[config.mk]
export PLATFORM = sky130hd
export DESIGN_NAME = mrc_result_bcd_flat
export DESIGN_NICKNAME = d
export VERILOG_FILES = /design/src/rtl/mrc_result_bcd_if.sv /design/src/rtl/mrc_result_bcd.sv /design/src/flat_wrapper.sv
export SDC_FILE = /design/constraint.sdc
export NUM_CORES = 1
export LEC_CHECK = 0
export BUFFER_PORTS_ARGS = -buffer_cell sky130_fd_sc_hd__buf_2
export CAP_MARGIN = 20
export CORE_ASPECT_RATIO = 0.9
export CORE_MARGIN = 5
export CORE_UTILIZATION = 40
export DETAILED_ROUTE_END_ITERATION = 10
export GPL_TIMING_DRIVEN = 0
export HOLD_SLACK_MARGIN = 0.08
export PLACE_DENSITY = 0.7
export SYNTH_ARGS = -nofsm -noshare
export SYNTH_HDL_FRONTEND = slang
export SYNTH_SLANG_ARGS = --single-unit
[constraint.sdc]
create_clock -name clk -period 13.3 [get_ports clk]
set_clock_uncertainty 0.1 [all_clocks]
set_input_delay 2.66 -clock clk [delete_from_list [all_inputs] [get_ports clk]]
set_output_delay 2.66 -clock clk [all_outputs]
set_load 0.01 [all_outputs]
[src/rtl/mrc_result_bcd_if.sv]
// -----------------------------------------------------------------------------
// mrc_result_bcd_if
//   Bundle of signals between the MRC arithmetic unit (master) and the BCD
//   display stage mrc_result_bcd (slave).
//
//   Signals:
//     in_valid  MRC ready flag (level)                  master -> slave
//     Result    2*WORD_LENGTH-bit MRC result            master -> slave
//     error_in  MRC error flag, sampled with Result     master -> slave
//     busy      conversion in progress                  slave  -> master
//     done      one-cycle pulse when outputs update     slave  -> master
//     bcd_out   packed BCD, digit 0 in bits [3:0]       slave  -> master
//     err_out   last accepted Result carried an error   slave  -> master
//     sign_out  negative flag (signed build only)       slave  -> master
// -----------------------------------------------------------------------------
interface mrc_result_bcd_if #(
    parameter int WORD_LENGTH = 16,
    parameter int DIGITS      = 10
);
    logic                       in_valid;
    logic [2*WORD_LENGTH-1:0]   Result;
    logic                       error_in;
    logic                       busy;
    logic                       done;
    logic [4*DIGITS-1:0]        bcd_out;
    logic                       err_out;
    logic                       sign_out;

    modport master (
        output in_valid, Result, error_in,
        input  busy, done, bcd_out, err_out, sign_out
    );

    modport slave (
        input  in_valid, Result, error_in,
        output busy, done, bcd_out, err_out, sign_out
    );
endinterface

[src/rtl/mrc_result_bcd.sv]
// -----------------------------------------------------------------------------
// mrc_result_bcd
//   Display stage for the MRC arithmetic unit. On each rising edge of the MRC
//   ready flag (accepted only while idle) the 2*WORD_LENGTH-bit Result is
//   converted to packed BCD with an iterative double-dabble (shift-and-add-3),
//   one bit per clock. The digits are held on bcd_out for the seven-segment
//   decoders until the next conversion completes.
//
//   Ports:
//     clk    system clock, rising edge
//     reset  asynchronous, active-high reset
//     bus    mrc_result_bcd_if.slave (in_valid, Result, error_in in;
//            busy, done, bcd_out, err_out, sign_out out)
//
//   Latency: done at edge k+2*WORD_LENGTH+1 after the accepting edge k,
//            or k+1 when error_in was set (bcd_out blanked to all 0xF).
//
//   Build option: define MRC_BCD_SIGNED_EN to treat Result as two's
//   complement; the magnitude is converted and sign_out flags negatives.
//   Without it sign_out is constant 0 and no negation logic exists.
// -----------------------------------------------------------------------------
module mrc_result_bcd #(
    parameter int WORD_LENGTH = 16,
    parameter int DIGITS      = 10
) (
    input  logic             clk,
    input  logic             reset,
    mrc_result_bcd_if.slave  bus
);
    localparam int BIN_W = 2 * WORD_LENGTH;
    localparam int BCD_W = 4 * DIGITS;
    localparam int CNT_W = $clog2(BIN_W + 1);

    typedef enum logic [1:0] {
        IDLE   = 2'd0,
        SHIFT  = 2'd1,
        FINISH = 2'd2
    } state_t;

    state_t             state_reg,     state_next;
    logic [BIN_W-1:0]   shreg_reg,     shreg_next;
    logic [BCD_W-1:0]   digits_reg,    digits_next;
    logic [CNT_W-1:0]   cnt_reg,       cnt_next;
    logic               err_cap_reg,   err_cap_next;
    logic               sign_cap_reg,  sign_cap_next;
    logic               busy_reg,      busy_next;
    logic               done_reg,      done_next;
    logic [BCD_W-1:0]   bcd_reg,       bcd_next;
    logic               err_out_reg,   err_out_next;
    logic               sign_out_reg,  sign_out_next;
    logic               in_valid_d_reg;

    logic               trigger;
    logic [BIN_W-1:0]   magnitude;
    logic               sign_in;
    logic [BCD_W-1:0]   digits_adj;

    // Rising edge of the ready level; holding ready high yields one start.
    assign trigger = bus.in_valid & ~in_valid_d_reg;

`ifdef MRC_BCD_SIGNED_EN
    // Two's complement negate; the most negative value maps onto itself,
    // which read as unsigned is exactly 2^(BIN_W-1).
    assign sign_in   = bus.Result[BIN_W-1];
    assign magnitude = sign_in ? (~bus.Result + BIN_W'(1)) : bus.Result;
`else
    assign sign_in   = 1'b0;
    assign magnitude = bus.Result;
`endif

    // Add-3 correction: any digit >= 5 would overflow past 9 after doubling.
    genvar gi;
    generate
        for (gi = 0; gi < DIGITS; gi++) begin : g_add3
            assign digits_adj[4*gi +: 4] = (digits_reg[4*gi +: 4] >= 4'd5)
                                         ? digits_reg[4*gi +: 4] + 4'd3
                                         : digits_reg[4*gi +: 4];
        end
    endgenerate

    always_ff @(posedge clk or posedge reset) begin
        if (reset) begin
            state_reg      <= IDLE;
            shreg_reg      <= '0;
            digits_reg     <= '0;
            cnt_reg        <= '0;
            err_cap_reg    <= 1'b0;
            sign_cap_reg   <= 1'b0;
            busy_reg       <= 1'b0;
            done_reg       <= 1'b0;
            bcd_reg        <= '0;
            err_out_reg    <= 1'b0;
            sign_out_reg   <= 1'b0;
            in_valid_d_reg <= 1'b0;
        end else begin
            state_reg      <= state_next;
            shreg_reg      <= shreg_next;
            digits_reg     <= digits_next;
            cnt_reg        <= cnt_next;
            err_cap_reg    <= err_cap_next;
            sign_cap_reg   <= sign_cap_next;
            busy_reg       <= busy_next;
            done_reg       <= done_next;
            bcd_reg        <= bcd_next;
            err_out_reg    <= err_out_next;
            sign_out_reg   <= sign_out_next;
            in_valid_d_reg <= bus.in_valid;
        end
    end

    always_comb begin
        state_next    = state_reg;
        shreg_next    = shreg_reg;
        digits_next   = digits_reg;
        cnt_next      = cnt_reg;
        err_cap_next  = err_cap_reg;
        sign_cap_next = sign_cap_reg;
        busy_next     = busy_reg;
        done_next     = 1'b0;
        bcd_next      = bcd_reg;
        err_out_next  = err_out_reg;
        sign_out_next = sign_out_reg;

        case (state_reg)
            IDLE: begin
                if (trigger) begin
                    shreg_next    = magnitude;
                    err_cap_next  = bus.error_in;
                    sign_cap_next = sign_in;
                    digits_next   = '0;
                    cnt_next      = CNT_W'(BIN_W);
                    busy_next     = 1'b1;
                    // An errored result is never converted; go straight to
                    // publishing the blank code.
                    state_next    = bus.error_in ? FINISH : SHIFT;
                end
            end

            SHIFT: begin
                {digits_next, shreg_next} = {digits_adj, shreg_reg} << 1;
                cnt_next = cnt_reg - CNT_W'(1);
                if (cnt_reg == CNT_W'(1)) begin
                    state_next = FINISH;
                end
            end

            FINISH: begin
                bcd_next      = err_cap_reg ? {BCD_W{1'b1}} : digits_reg;
                err_out_next  = err_cap_reg;
                sign_out_next = sign_cap_reg & ~err_cap_reg;
                done_next     = 1'b1;
                busy_next     = 1'b0;
                state_next    = IDLE;
            end

            default: begin
                state_next = IDLE;
            end
        endcase
    end

    assign bus.busy     = busy_reg;
    assign bus.done     = done_reg;
    assign bus.bcd_out  = bcd_reg;
    assign bus.err_out  = err_out_reg;
    assign bus.sign_out = sign_out_reg;
endmodule

[src/flat_wrapper.sv]
// flat-port wrapper written by rule: the top's interface ports become plain ports
module mrc_result_bcd_flat 
#(
    parameter int WORD_LENGTH = 16,
    parameter int DIGITS      = 10
)
  (clk, reset, bus_in_valid, bus_Result, bus_error_in, bus_busy, bus_done, bus_bcd_out, bus_err_out, bus_sign_out);
  mrc_result_bcd_if #(.WORD_LENGTH(WORD_LENGTH), .DIGITS(DIGITS)) bus_i ();
  input  logic clk;
  input  logic reset;
  input wire logic [$bits(bus_i.in_valid)-1:0] bus_in_valid;
  input wire logic [$bits(bus_i.Result)-1:0] bus_Result;
  input wire logic [$bits(bus_i.error_in)-1:0] bus_error_in;
  output wire logic [$bits(bus_i.busy)-1:0] bus_busy;
  output wire logic [$bits(bus_i.done)-1:0] bus_done;
  output wire logic [$bits(bus_i.bcd_out)-1:0] bus_bcd_out;
  output wire logic [$bits(bus_i.err_out)-1:0] bus_err_out;
  output wire logic [$bits(bus_i.sign_out)-1:0] bus_sign_out;
  assign bus_i.in_valid = bus_in_valid;
  assign bus_i.Result = bus_Result;
  assign bus_i.error_in = bus_error_in;
  assign bus_busy = bus_i.busy;
  assign bus_done = bus_i.done;
  assign bus_bcd_out = bus_i.bcd_out;
  assign bus_err_out = bus_i.err_out;
  assign bus_sign_out = bus_i.sign_out;
  mrc_result_bcd #(.WORD_LENGTH(WORD_LENGTH), .DIGITS(DIGITS)) u_core (.clk(clk), .reset(reset), .bus(bus_i));
endmodule
==> qor.csv, run 1 <==
stage;metric;value;unit
run_status;outcome;completed;
yosys;Post-Synthesis Cells;513;
placement;number of port buffers;78;
cts;clock buffer count from CTS;17;
global_routing;pin count of the biggest net entering global routing;70;
timing;Tcrit/Tclk final;28.8;%
yosys;Synth cell types;37;
floorplanning;Die ar.;16600;um^2
yosys;largest family of logic cells by synthesized area;compound AO/OA/AOI/OAI gates;
floorplanning;total core area;14000;um^2
cts;H-tree depth;4;
cts;clock-pin slew on the worst setup and hold paths;60;ps
worst_setup_path;critical path peak fanout;10;
yosys;sequential fraction of the synthesis area;55.4;%
finish;Filler cells;1278;
min_path;Hold Path Class;register to register;
yosys;Post-Syn Nets;571;
cts;clock latency on the worst-skew pair;410;ps
timing;final setup TNS;0;ps
cts;Resized cells post-CTS;0;
floorplanning;Initial Util;40.5;%
min_path;Worst Min Path Start;u_core.bus.bcd_out[34];
power;LEAKAGE;0.00345;uW
finish;register area;3130;um^2
cts;CTS Buffer Depth;2;
drt;wire length per cell;17.1;um
yosys;adder-cell share of the synthesized area;4.88;%
worst_setup_path;Worst Path Required;13550;ps
placement;placed cell area;6310;um^2
yosys;most common cell in the netlist;dfrtp_1;
yosys;top cells by count, synth;125 x dfrtp_1, 57 x inv_1, 41 x nor2_1;
worst_setup_path;worst r2r dst;u_core.digits_reg[22];
drt;Via-to-Cell Ratio;5.51;
floorplanning;I/O Pins;80;
yosys;top_reg_cell synth;dfrtp_1;
worst_setup_path;FF-to-FF setup slack;11450;ps
yosys;synth warn;0;
yosys;EDFF count, synth;0;
worst_setup_path;reg2reg start;u_core.state_reg[0];
yosys;Cell Area, Synth;5650;um^2
finish;final net count;669;
worst_setup_path;worst setup path class;input port to register;
placement;post-DP HPWL;9590;um
worst_setup_path;Critical Path Start;bus_in_valid;
yosys;Synth area leaders;dfrtp_1 55%, a222oi_1 5.5%, ha_1 4.9%;
worst_setup_path;Reg2Reg Depth;3;
worst_setup_path;slowest cell on the critical path;clkbuf_1;
finish;layout cells sized above 1;22.3;%
flow_run;max-cap viol count;0;
drt;routed vias;4505;
global_routing;total grt overflow;0;
timing;Pins Over Slew Limit;0;
floorplanning;Die X;135;um
power;VDD IR max;0.141;mV
global_routing;GRT Total Usage;17.2;%
worst_setup_path;delay-heaviest family, CP;buffers and inverters;
drt;ANT nets after route;0;
worst_setup_path;crit path cell chain;buf_2, nor2b_4, o21bai_2, clkbuf_1, a22o_1;
timing;RSZ-0062 raised after global routing;false;
cts;CTS tree;built;
min_path;hold worst-path end;u_core.bus.bcd_out[34];
cts;clock sinks;125;
drt;drc violations;0;
yosys;Yosys top cell area share;55.4;%
yosys;cell taking the most area after synthesis;dfrtp_1;
worst_setup_path;Setup crit end kind;register;
power;Power per Cell Area;259;nW/um^2
timing;final setup violation count;0;
finish;n_diodes;0;
min_path;Hold Path Depth;2;
timing;Hold Fails Final Rpt;0;
yosys;flop and latch count out of synthesis;125;
finish;multi-input logic area;2110;um^2
cts;Root Driver;clkbuf_16;
global_routing;first-pass GRT wire length;22500;um
yosys;mux share of post-synthesis cell area;1.77;%
finish;Layout area overhead;23.4;%
global_routing;vias in the first global route;4458;
worst_setup_path;WP buf/inv;2;
global_routing;initial antenna violation count;1;
worst_setup_path;Critical Path Max Stage Delay;610;ps
drt;DRT iter0 DRCs;501;
floorplanning;overall die height;123;um
drt;First-pass DRT Iterations;9;
yosys;synthesized area per cell;11.0;um^2
timing;minimum clock period;3830;ps
yosys;Compound-Gate Fraction of Synth Area;20.6;%
timing;maximum operating frequency;261;MHz
floorplanning;Cell Rows;41;
yosys;Simple-Gate Fraction of Synth Area;7.60;%
finish;final instance area;6970;um^2
timing;pin slew with the least headroom to its limit;743;ps
cts;postcts setup bufs;0;
worst_setup_path;Worst setup SP type;input port;
worst_setup_path;WP data arrival;4080;ps
drt;final WL;14000;um
yosys;Async SR Flop Fraction;100;%
yosys;Synth Area in XOR/XNOR;2.48;%
placement;gpl congestion;0.797;
cts;hold-fix buffers at CTS;0;
timing;relative slew slack;50.3;%
## logic make-up after synthesis
kind of cell             after synthesis
buffers and inverters                 89
XOR/XNOR                              16
flip-flops                           125
other                                  1
multiplexers                          10
AND/OR/NAND/NOR                       92
adder cells (fa/ha/maj)               22
AO/OA/AOI/OAI                        158
## worst register-to-register path, cell delays in order, from the launching register on
cell	delay (ps)
dfrtp_1	450
o21bai_2	360
clkbuf_1	610
a22o_1	260
## cell usage in the layout (no fill, tap or decap), types with 15 or more instances in the layout
cell type / instances
a222oi_1: 31
a31oi_1: 20
buf_2: 89
clkbuf_16: 17
dfrtp_1: 125
ha_1: 22
inv_1: 56
nand2_1: 28
nor2_1: 41
o21ai_0: 35
o22ai_1: 15
## per-stage QoR
stage	utilization [%]	instances	total power, uW	hold slack [ps]	setup slack [ps]
CTS	49.9	817	1810	382	9530
global route	49.9	817	1920	408	9460
floorplan	-	513	1070	351	7210
detailed placement	45.2	785	1290	369	9100
finish	49.9	817	1810	372	9470
global placement	45.0	784	1260	362	5850
## worst max path at each step
stage,slack [ps],endpoint,depth (start not counted)
final,9470,u_core.digits_reg[22],5
after global routing,9460,u_core.digits_reg[22],5
after CTS,9530,u_core.digits_reg[22],5
after detailed placement,9100,u_core.digits_reg[14],5
after global placement,5850,u_core.bus.bcd_out[31],2
after floorplan,7210,u_core.bus.bcd_out[0],1
## routing by layer
layer / track usage (%) / share of wire, % / vias up
met2: 26.8 / 47 / 173
met3: 5.86 / 7.7 / 19
met4: 5.98 / 1.2 / 2
met1: 22.7 / 44 / 2255
met5: 0 / 0.14 / -
li1: - / - / 2056
## layout make-up
type	count	area share, %
clock buffer	17	6.10
buffer	32	2.78
inverter	57	3.14
timing repair buffer	79	6.00
tap	193	3.46
clock inverter	15	3.36
sequential	125	44.9
multi-input combinational	299	30.3
## report_power, final
part / switching [uW] / total [uW] / internal [uW]
Combinational: 386 / 655 / 268
Clock: 179 / 514 / 335
Sequential: 106 / 637 / 531
Total: 671 / 1810 / 1130
Note: power is estimated with default switching activity, not from simulation.
==> inputs of run 2 (changes only) <==
--- a/config.mk
+++ b/config.mk
@@ -13,7 +13,7 @@
 export DETAILED_ROUTE_END_ITERATION = 10
 export GPL_TIMING_DRIVEN = 0
 export HOLD_SLACK_MARGIN = 0.08
-export PLACE_DENSITY = 0.7
+export PLACE_DENSITY = 0.72
 export SYNTH_ARGS = -nofsm -noshare
 export SYNTH_HDL_FRONTEND = slang
 export SYNTH_SLANG_ARGS = --single-unit
==> constraint.sdc (replaced) <==
create_clock -name clk -period 3.2 [get_ports clk]
set_clock_uncertainty 0.1 [all_clocks]
set_input_delay 0.64 -clock clk [delete_from_list [all_inputs] [get_ports clk]]
set_output_delay 0.64 -clock clk [all_outputs]
set_load 0.01 [all_outputs]
==> run 2 against run 1 <==
Routed wire length increased by 0.47%. Final area increased by 0.47%. Die area unchanged. Largest cell class unchanged. Largest power group unchanged. Highest routed layer unchanged.
==> qor.csv, run 2 (same netlist as run 1, synthesis figures left out) <==
stage;metric;value;unit
run_status;outcome;completed;
worst_setup_path;WP data arrival;2070;ps
timing;Pins Over Slew Limit;0;
power;VDD IR max;0.429;mV
drt;drc violations;0;
placement;post-DP HPWL;9850;um
placement;placed cell area;6340;um^2
global_routing;total grt overflow;0;
worst_setup_path;reg2reg start;u_core.state_reg[0];
finish;Final Core Density;50.2;%
worst_setup_path;Reg2Reg Depth;3;
drt;First-pass DRT Iterations;8;
global_routing;vias in the first global route;4519;
cts;CTS tree;built;
finish;most frequent cells in the layout;125 x dfrtp_1, 89 x buf_2, 56 x inv_1;
worst_setup_path;Worst Path Required;3440;ps
drt;ANT nets after route;0;
timing;maximum operating frequency;547;MHz
cts;clock sinks;125;
power;Power per Cell Area;1070;nW/um^2
timing;minimum clock period;1830;ps
floorplanning;Die ar.;16600;um^2
finish;final net count;671;
floorplanning;I/O Pins;80;
finish;Layout area overhead;24.0;%
floorplanning;Cell Rows;41;
placement;number of port buffers;78;
worst_setup_path;Setup crit end kind;register;
finish;n_diodes;0;
finish;commonest non-fill, non-tap cell in the layout;dfrtp_1;
power;Comb pwr share;36.1;%
cts;hold-fix buffers at CTS;0;
cts;clock-pin slew on the worst setup and hold paths;60;ps
power;Psw;2720;uW
global_routing;GRT Total Usage;17.8;%
drt;DRT iter0 DRCs;466;
finish;final instance area;7000;um^2
cts;CTS Buffer Depth;2;
timing;final setup TNS;0;ps
global_routing;pin count of the biggest net entering global routing;41;
cts;postcts setup bufs;0;
cts;Resized cells post-CTS;0;
finish;layout cells sized above 1;22.1;%
floorplanning;overall die height;123;um
floorplanning;Die X;135;um
cts;clock latency on the worst-skew pair;410;ps
timing;pin slew with the least headroom to its limit;715;ps
power;LEAKAGE;0.00347;uW
timing;Hold Fails Final Rpt;0;
min_path;Hold Path Class;input port to asynchronous set/reset pin;
flow_run;max-cap viol count;0;
drt;Via-to-Cell Ratio;5.43;
global_routing;initial antenna violation count;1;
power;Reg power frac;35.2;%
cts;Root Driver;clkbuf_16;
cts;H-tree depth;4;
power;Switching Fraction;36.2;%
timing;relative slew slack;52.1;%
drt;routed vias;4442;
placement;gpl congestion;0.838;
drt;wire length per cell;17.2;um
timing;RSZ-0062 raised after global routing;false;
global_routing;first-pass GRT wire length;23000;um
floorplanning;Initial Util;40.5;%
floorplanning;total core area;14000;um^2
power;P_int;4800;uW
timing;Tcrit/Tclk final;57.1;%
worst_setup_path;FF-to-FF setup slack;1370;ps
timing;final setup violation count;0;
power;clock share of power;28.7;%
worst_setup_path;worst setup path class;register to register;
drt;final WL;14100;um
worst_setup_path;Worst setup SP type;register;
worst_setup_path;worst r2r dst;u_core.digits_reg[10];
cts;clock buffer count from CTS;17;
power;total power;7520;uW
worst_setup_path;critical path peak fanout;10;
==> run 2: cell types whose count changed in the layout (fill, tap and decap cells not counted), moves of 2 or more <==
cell      before  now
clkbuf_1      12   14
clkinv_2       0    2
clkinv_4       3    0
buf_12         0    3
inv_6          5    1
==> run 2: layer usage <==
layer | GRT usage [%] | wire [um] | vias up
met5 | 0 | 11 | -
met4 | 6.17 | 207 | 2
met3 | 5.70 | 987 | 20
met2 | 28.0 | 6710 | 153
met1 | 23.3 | 6140 | 2205
li1 | - | - | 2062
==> run 2: through the flow <==
stage	worst slack, ps	cells	hold slack, ps
CTS	1370	818	170
finish	1370	818	171
detailed placement	996	787	369
floorplan	921	513	351
global placement	145	784	365
global route	1300	818	204
==> run 2: worst max-delay path: stages (launching register included) <==
cell,delay (ps)
dfrtp_1,450
o21bai_2,380
clkbuf_1,580
a22o_1,250
==> run 2: area by class of cell <==
class | instances | area [um^2]
multi-input cells | 299 | 2110
repair buffers | 81 | 450
fillers | 1309 | 6950
clock inverters | 11 | 214
plain buffers | 32 | 194
inverters | 57 | 218
well taps | 193 | 241
flip-flops and latches | 125 | 3130
clock buffers | 20 | 447
==> run 2: power groups by stage <==
stage	logic (uW)	clock network (uW)	registers, uW
floorplan	1750	0	2690
global placement	2600	0	2620
detailed placement	2710	0	2660
CTS	2730	2200	2650
global route	3030	2270	2740
finish	2710	2160	2650
==> run 2: worst max path at each step <==
stage | start | end | slack [ps] | cells after the start
CTS | u_core.state_reg[0] | u_core.digits_reg[18] | 1370 | 3
global route | u_core.state_reg[0] | u_core.digits_reg[10] | 1300 | 3
floorplan | reset | u_core.bus.bcd_out[0] | 920 | 1
finish | u_core.state_reg[0] | u_core.digits_reg[10] | 1370 | 3
global placement | reset | u_core.bus.bcd_out[29] | 150 | 2
detailed placement | bus_in_valid | u_core.digits_reg[18] | 1000 | 5
